File: src/rtl/scan_chain_loader_pkg.sv
// Shared types and defaults for the scan-chain loader: FSM state encoding, default chain/word sizes.
// Also holds a counter-width helper that stays legal for 1-entry ranges.
package scan_chain_loader_pkg;

  localparam int DEF_CHAIN_LEN = 20;
  localparam int DEF_WORD_W    = 8;

  typedef enum logic [2:0] {
    ST_IDLE,
    ST_FETCH,
    ST_SHIFT,
    ST_VERIFY,
    ST_DONE
  } state_t;

  function automatic int cnt_w(input int n);
    return (n > 1) ? $clog2(n) : 1;
  endfunction

endpackage

File: src/rtl/scan_chain_loader_bit_counter.sv
// Bit-position tracker: per-word bit index and global stream index k, with terminal-count flags.
// Flags are combinational from the registers, so they describe the shift happening this cycle; inc advances, clr restarts.
module scan_bit_counter
  import scan_chain_loader_pkg::*;
#(
  parameter int CHAIN_LEN = DEF_CHAIN_LEN,
  parameter int WORD_W    = DEF_WORD_W
) (
  input  logic scan_clk,
  input  logic rst,
  input  logic clr,
  input  logic inc,
  output logic bit_last,
  output logic k_last
);

  localparam int BW = cnt_w(WORD_W);
  localparam int KW = cnt_w(CHAIN_LEN);

  logic [BW-1:0] bit_idx;
  logic [KW-1:0] k;

  assign bit_last = (bit_idx == BW'(WORD_W - 1));
  assign k_last   = (k == KW'(CHAIN_LEN - 1));

  // k wraps to 0 after the last load shift so it can pace the readback pass too
  always_ff @(posedge scan_clk) begin
    if (rst || clr) begin
      bit_idx <= '0;
      k       <= '0;
    end else if (inc) begin
      bit_idx <= bit_last ? '0 : bit_idx + BW'(1);
      k       <= k_last ? '0 : k + KW'(1);
    end
  end

endmodule

File: src/rtl/scan_chain_loader.sv
// Scan-chain programmer: WORD_W-bit words shifted LSB-first into a CHAIN_LEN chain, one bit per cycle after a 1-cycle capture.
// Stalls with scan_en=0 while cfg_valid is low in FETCH; SCAN_READBACK_EN adds a verifying re-shift with sticky error.
module scan_chain_loader
  import scan_chain_loader_pkg::*;
#(
  parameter int CHAIN_LEN = DEF_CHAIN_LEN,
  parameter int WORD_W    = DEF_WORD_W
) (
  input  logic              scan_clk,
  input  logic              rst,
  input  logic              start,
  input  logic              cfg_valid,
  input  logic [WORD_W-1:0] cfg_data,
  output logic              cfg_ready,
  output logic              scan_in,
  output logic              scan_en,
  input  logic              scan_out,
  output logic              busy,
  output logic              done,
  output logic              error
);

  state_t            state;
  logic [WORD_W-1:0] word;
  logic              bit_last;
  logic              k_last;
  logic              cnt_clr;
  logic              cnt_inc;

  assign cnt_clr = start && (state == ST_IDLE || state == ST_DONE);
  assign cnt_inc = (state == ST_SHIFT) || (state == ST_VERIFY);

  scan_bit_counter #(
    .CHAIN_LEN(CHAIN_LEN),
    .WORD_W   (WORD_W)
  ) u_cnt (
    .scan_clk(scan_clk),
    .rst     (rst),
    .clr     (cnt_clr),
    .inc     (cnt_inc),
    .bit_last(bit_last),
    .k_last  (k_last)
  );

`ifdef SCAN_READBACK_EN
  logic [CHAIN_LEN-1:0] shadow;
  logic [CHAIN_LEN-1:0] shadow_nxt;
  logic                 error_q;

  // after the last load shift shadow[j] holds stream bit j
  assign shadow_nxt = {scan_in, shadow[CHAIN_LEN-1:1]};
  assign error      = error_q;
`else
  logic unused_scan_out;
  assign unused_scan_out = scan_out;
  assign error           = 1'b0;
`endif

  always_ff @(posedge scan_clk) begin
    if (rst) begin
      state     <= ST_IDLE;
      scan_en   <= 1'b0;
      scan_in   <= 1'b0;
      cfg_ready <= 1'b0;
      busy      <= 1'b0;
      done      <= 1'b0;
      word      <= '0;
`ifdef SCAN_READBACK_EN
      shadow    <= '0;
      error_q   <= 1'b0;
`endif
    end else begin
      case (state)
        ST_IDLE, ST_DONE: begin
          if (start) begin
            state     <= ST_FETCH;
            cfg_ready <= 1'b1;
            busy      <= 1'b1;
            done      <= 1'b0;
`ifdef SCAN_READBACK_EN
            error_q   <= 1'b0;
`endif
          end
        end
        ST_FETCH: begin
          if (cfg_valid) begin
            word      <= cfg_data >> 1;
            scan_in   <= cfg_data[0];
            scan_en   <= 1'b1;
            cfg_ready <= 1'b0;
            state     <= ST_SHIFT;
          end
        end
        ST_SHIFT: begin
`ifdef SCAN_READBACK_EN
          shadow <= shadow_nxt;
`endif
          if (k_last) begin
`ifdef SCAN_READBACK_EN
            state   <= ST_VERIFY;
            scan_in <= shadow_nxt[0];
`else
            state   <= ST_DONE;
            scan_en <= 1'b0;
            scan_in <= 1'b0;
            busy    <= 1'b0;
            done    <= 1'b1;
`endif
          end else if (bit_last) begin
            state     <= ST_FETCH;
            scan_en   <= 1'b0;
            scan_in   <= 1'b0;
            cfg_ready <= 1'b1;
          end else begin
            scan_in <= word[0];
            word    <= word >> 1;
          end
        end
`ifdef SCAN_READBACK_EN
        ST_VERIFY: begin
          // chain head presents stream bit j while shadow[0] holds it; rotation restores shadow
          if (scan_out != shadow[0]) error_q <= 1'b1;
          shadow  <= {shadow[0], shadow[CHAIN_LEN-1:1]};
          scan_in <= shadow[1];
          if (k_last) begin
            state   <= ST_DONE;
            scan_en <= 1'b0;
            scan_in <= 1'b0;
            busy    <= 1'b0;
            done    <= 1'b1;
          end
        end
`endif
        default: state <= ST_IDLE;
      endcase
    end
  end

endmodule
File: config.mk
export PLATFORM = sky130hd
export DESIGN_NAME = scan_chain_loader
export DESIGN_NICKNAME = d
export VERILOG_FILES = /design/src/rtl/scan_chain_loader_pkg.sv /design/src/rtl/scan_chain_loader_bit_counter.sv /design/src/rtl/scan_chain_loader.sv
export SDC_FILE = /design/constraint.sdc
export NUM_CORES = 1
export LEC_CHECK = 0
export ABC_AREA = 1
export CORE_MARGIN = 1
export CORE_UTILIZATION = 40
export CTS_CLUSTER_DIAMETER = 120
export DETAILED_ROUTE_END_ITERATION = 16
export MAX_ROUTING_LAYER = met4
export PLACE_DENSITY = 0.75
export SETUP_SLACK_MARGIN = 0.15
export SYNTH_ARGS = -nofsm -noshare
export SYNTH_HDL_FRONTEND = slang
export SYNTH_HIERARCHICAL = 1
export SYNTH_SLANG_ARGS = --single-unit
File: constraint.sdc
create_clock -name scan_clk -period 1.95 [get_ports scan_clk]
set_input_delay 0.2925 -clock scan_clk [delete_from_list [all_inputs] [get_ports scan_clk]]
set_output_delay 0.2925 -clock scan_clk [all_outputs]
set_load 0.1 [all_outputs]
==> impl_metrics.ini <==
[synthesis]
synth_area_leader_cell = dfxtp_1
yosysUniqueCellTypes = 23
synthCells = 170
synth-main-ff-cell = dfxtp_1
ys_seq_area_share_pct = 39.6
synth.most_common_cell = nand2_1
syn_area_um2 = 1160
synth_nets = 186
synth_edf_count = 0
synthTopCellsByCount = 50 x nand2_1, 25 x nor2_1, 23 x dfxtp_1
yosys_warnings = 6
postSynthAreaPerCell_um2 = 6.84
netlist.area_leader.share_pct = 39.6
ys_ff_latch = 23
netlist_top_cells_area = dfxtp_1 40%, nand2_1 16%, nor2_1 8.1%
async_reset_ff_share_pct = 0

[setup_path]
crit_cells = 9
worst-path-buf-inv = 1
worst_r2r_path_depth = 9
path_cells = ha_1 > nand2_1 > nor3_2 > nor2_1 > nand3_2 > nand2_4 > inv_2 > nor2_1 > nor2_1
criticalPathCategory = register to register
cp_slowest_stage_delay_ps = 370
crit_path_end_kind = register
crit_slowest_cell = dfxtp_1
start_kind = register
cp.required_ps = 2160
worstPathMaxFanout = 9
arrival_ps = 1810
critPathTopFamily = simple AND/OR/NAND/NOR gates
crit_top_cell = nor2_1

[cells_and_area]
drive_gt1_share_pct = 12.8
diodes = 0
fin_nets = 205
stdcell_area_um2 = 1360
area_growth_pct = 16.8
fill_cells = 279

[power]
power.density_nw_per_um2 = 967
total_power_uw = 1310
ir_worst_vdd_mv = 0.705
p_leak_uw = 0.000616

[floorplanning]
dieArea_um2 = 3130
io_pins = 19
die_h_um = 55.9
start_util_pct = 42.2
chipWidth_um = 55.9
fp-row-count = 19
core_um2 = 2760

[global_route]
grt_max_degree = 13
grt_pass1_wl_mm = 3.82
gr-usage-all-layers_pct = 15.7
antenna_found_initial = 0
grt_pass1_vias = 930
grt_overflow = 0

[outcome]
run_status = complete, no violations

[place]
hpwl_mm = 1.66
io_buffers = 16
dp_slack_ps = 334
placed_area_um2 = 1330
gp_congestion = 0.804

[routing]
via_count = 1045
dr.pass1.iters = 6
via_per_inst = 4.77
totalWireLength_mm = 2.19
drcViolationCount = 0
dr.first_iter.drc_count = 19
post_drt_wl_per_cell_um = 10.0
antenna_left = 0

[worst_hold_path]
holdPathStages = 2
hp-class = register to register

[clocking]
numCtsBuffers = 3
postCtsHoldBufs = 0
htreeDepth = 1
cts_sinks = 23
clockBufferDepth = 2
clock_latency_ps = 300
clk_pin_slew_worst_paths_ps = 120
clockRootBuffer = clkbuf_4
cts_tree = yes

[timing]
fin_setup_tns_ps = 0
hold_viol = 0
slew_violations = 0
rsz0062_at_grt = no
fin_crit_ps = 1600
period_share_pct = 82.0
fmax_mhz = 626
skew_ps = 2.20
hold_slack_ps = 451
final-setup-viol-count = 0
fin_ws_ps = 351

[job]
drv_cap = 0
worst reg2reg max path, stage by stage (launching register included):
cell,delay [ps]
dfxtp_1,370
ha_1,250
nand2_1,120
nor3_2,50
nor2_1,210
nand3_2,150
nand2_4,130
inv_2,90
nor2_1,100
nor2_1,50
registers in the layout (all words and copies together) (netlist names):
| name | cells |
|---|---|
| word | 7 |
| u_cnt/k | 5 |
| state | 3 |
| u_cnt/bit_idx | 3 |
| busy | 1 |
| cfg_ready | 1 |
| done | 1 |
| scan_en | 1 |
| scan_in | 1 |
final timing paths:
kind	endpoint	slack (ps)	startpoint
hold reg to reg	busy$_SDFFE_PP0P_	450	busy$_SDFFE_PP0P_
setup reg to reg	word[0]$_SDFFE_PP0P_	350	u_cnt/k[0]$_SDFFE_PP0P_
setup / recovery	word[0]$_SDFFE_PP0P_	350	u_cnt/k[0]$_SDFFE_PP0P_
hold / removal	busy$_SDFFE_PP0P_	450	busy$_SDFFE_PP0P_
metrics by stage:
step           instances  util, %
6_report             219     49.2
5_1_grt              219     49.2
4_1_cts              219     49.0
3_5_place_dp         215     48.1
3_3_place_gp         215     48.1
2_1_floorplan        170        -
layout by cell type (no fill, tap or decap), types with 6 or more instances in the layout:
master and count:
nand2_1 50, nor2_1 25, dfxtp_1 23, inv_1 16, a21oi_1 13, o21ai_0 12
clkdlybuf4s50_1 11, nand3_1 6, buf_4 6
layout make-up:
cell class | instances | area (um2) | area share [%]
Inverter | 20 | 77.6 | 5.71
Sequential cell | 23 | 460 | 33.9
Tap cell | 31 | 38.8 | 2.86
Timing Repair Buffer | 17 | 155 | 11.4
Multi-Input combinational cell | 124 | 599 | 44.1
Clock buffer | 4 | 26.3 | 1.94
cells by family after synthesis:
logic type / synth area share [%]
AO/OA/AOI/OAI: 11.9
XOR/XNOR: 0.754
adder cells (fa/ha/maj): 3.23
buffers and inverters: 9.26
flip-flops: 39.6
other: 0.323
AND/OR/NAND/NOR: 34.9
layer usage:
metal  share of wire [%]  GRT usage [%]  vias up
li1                    -              -      564
met1                  48           20.0      462
met2                  49           25.3       17
met3                 3.1           2.79        2
met4                0.64           5.23        0
met5                   0              -        -
where the power goes:
group,total (uW),leakage [uW],internal [uW],switching [uW]
sequential,596,0.000188,541,55.7
combinational,500,0.000413,142,358
clock,216,0.0000150,79.7,137
total,1310,0.000616,762,550
what timing repair did:
| action | 4_1_cts | 5_1_grt |
|---|---|---|
| setup buffers | 0 | 0 |
| gates resized for setup | 0 | 1 |
| endpoints found under the setup margin | 0 | 1 |
| endpoints found under the hold margin | 0 | 0 |
Note: power is estimated with default switching activity, not from simulation.
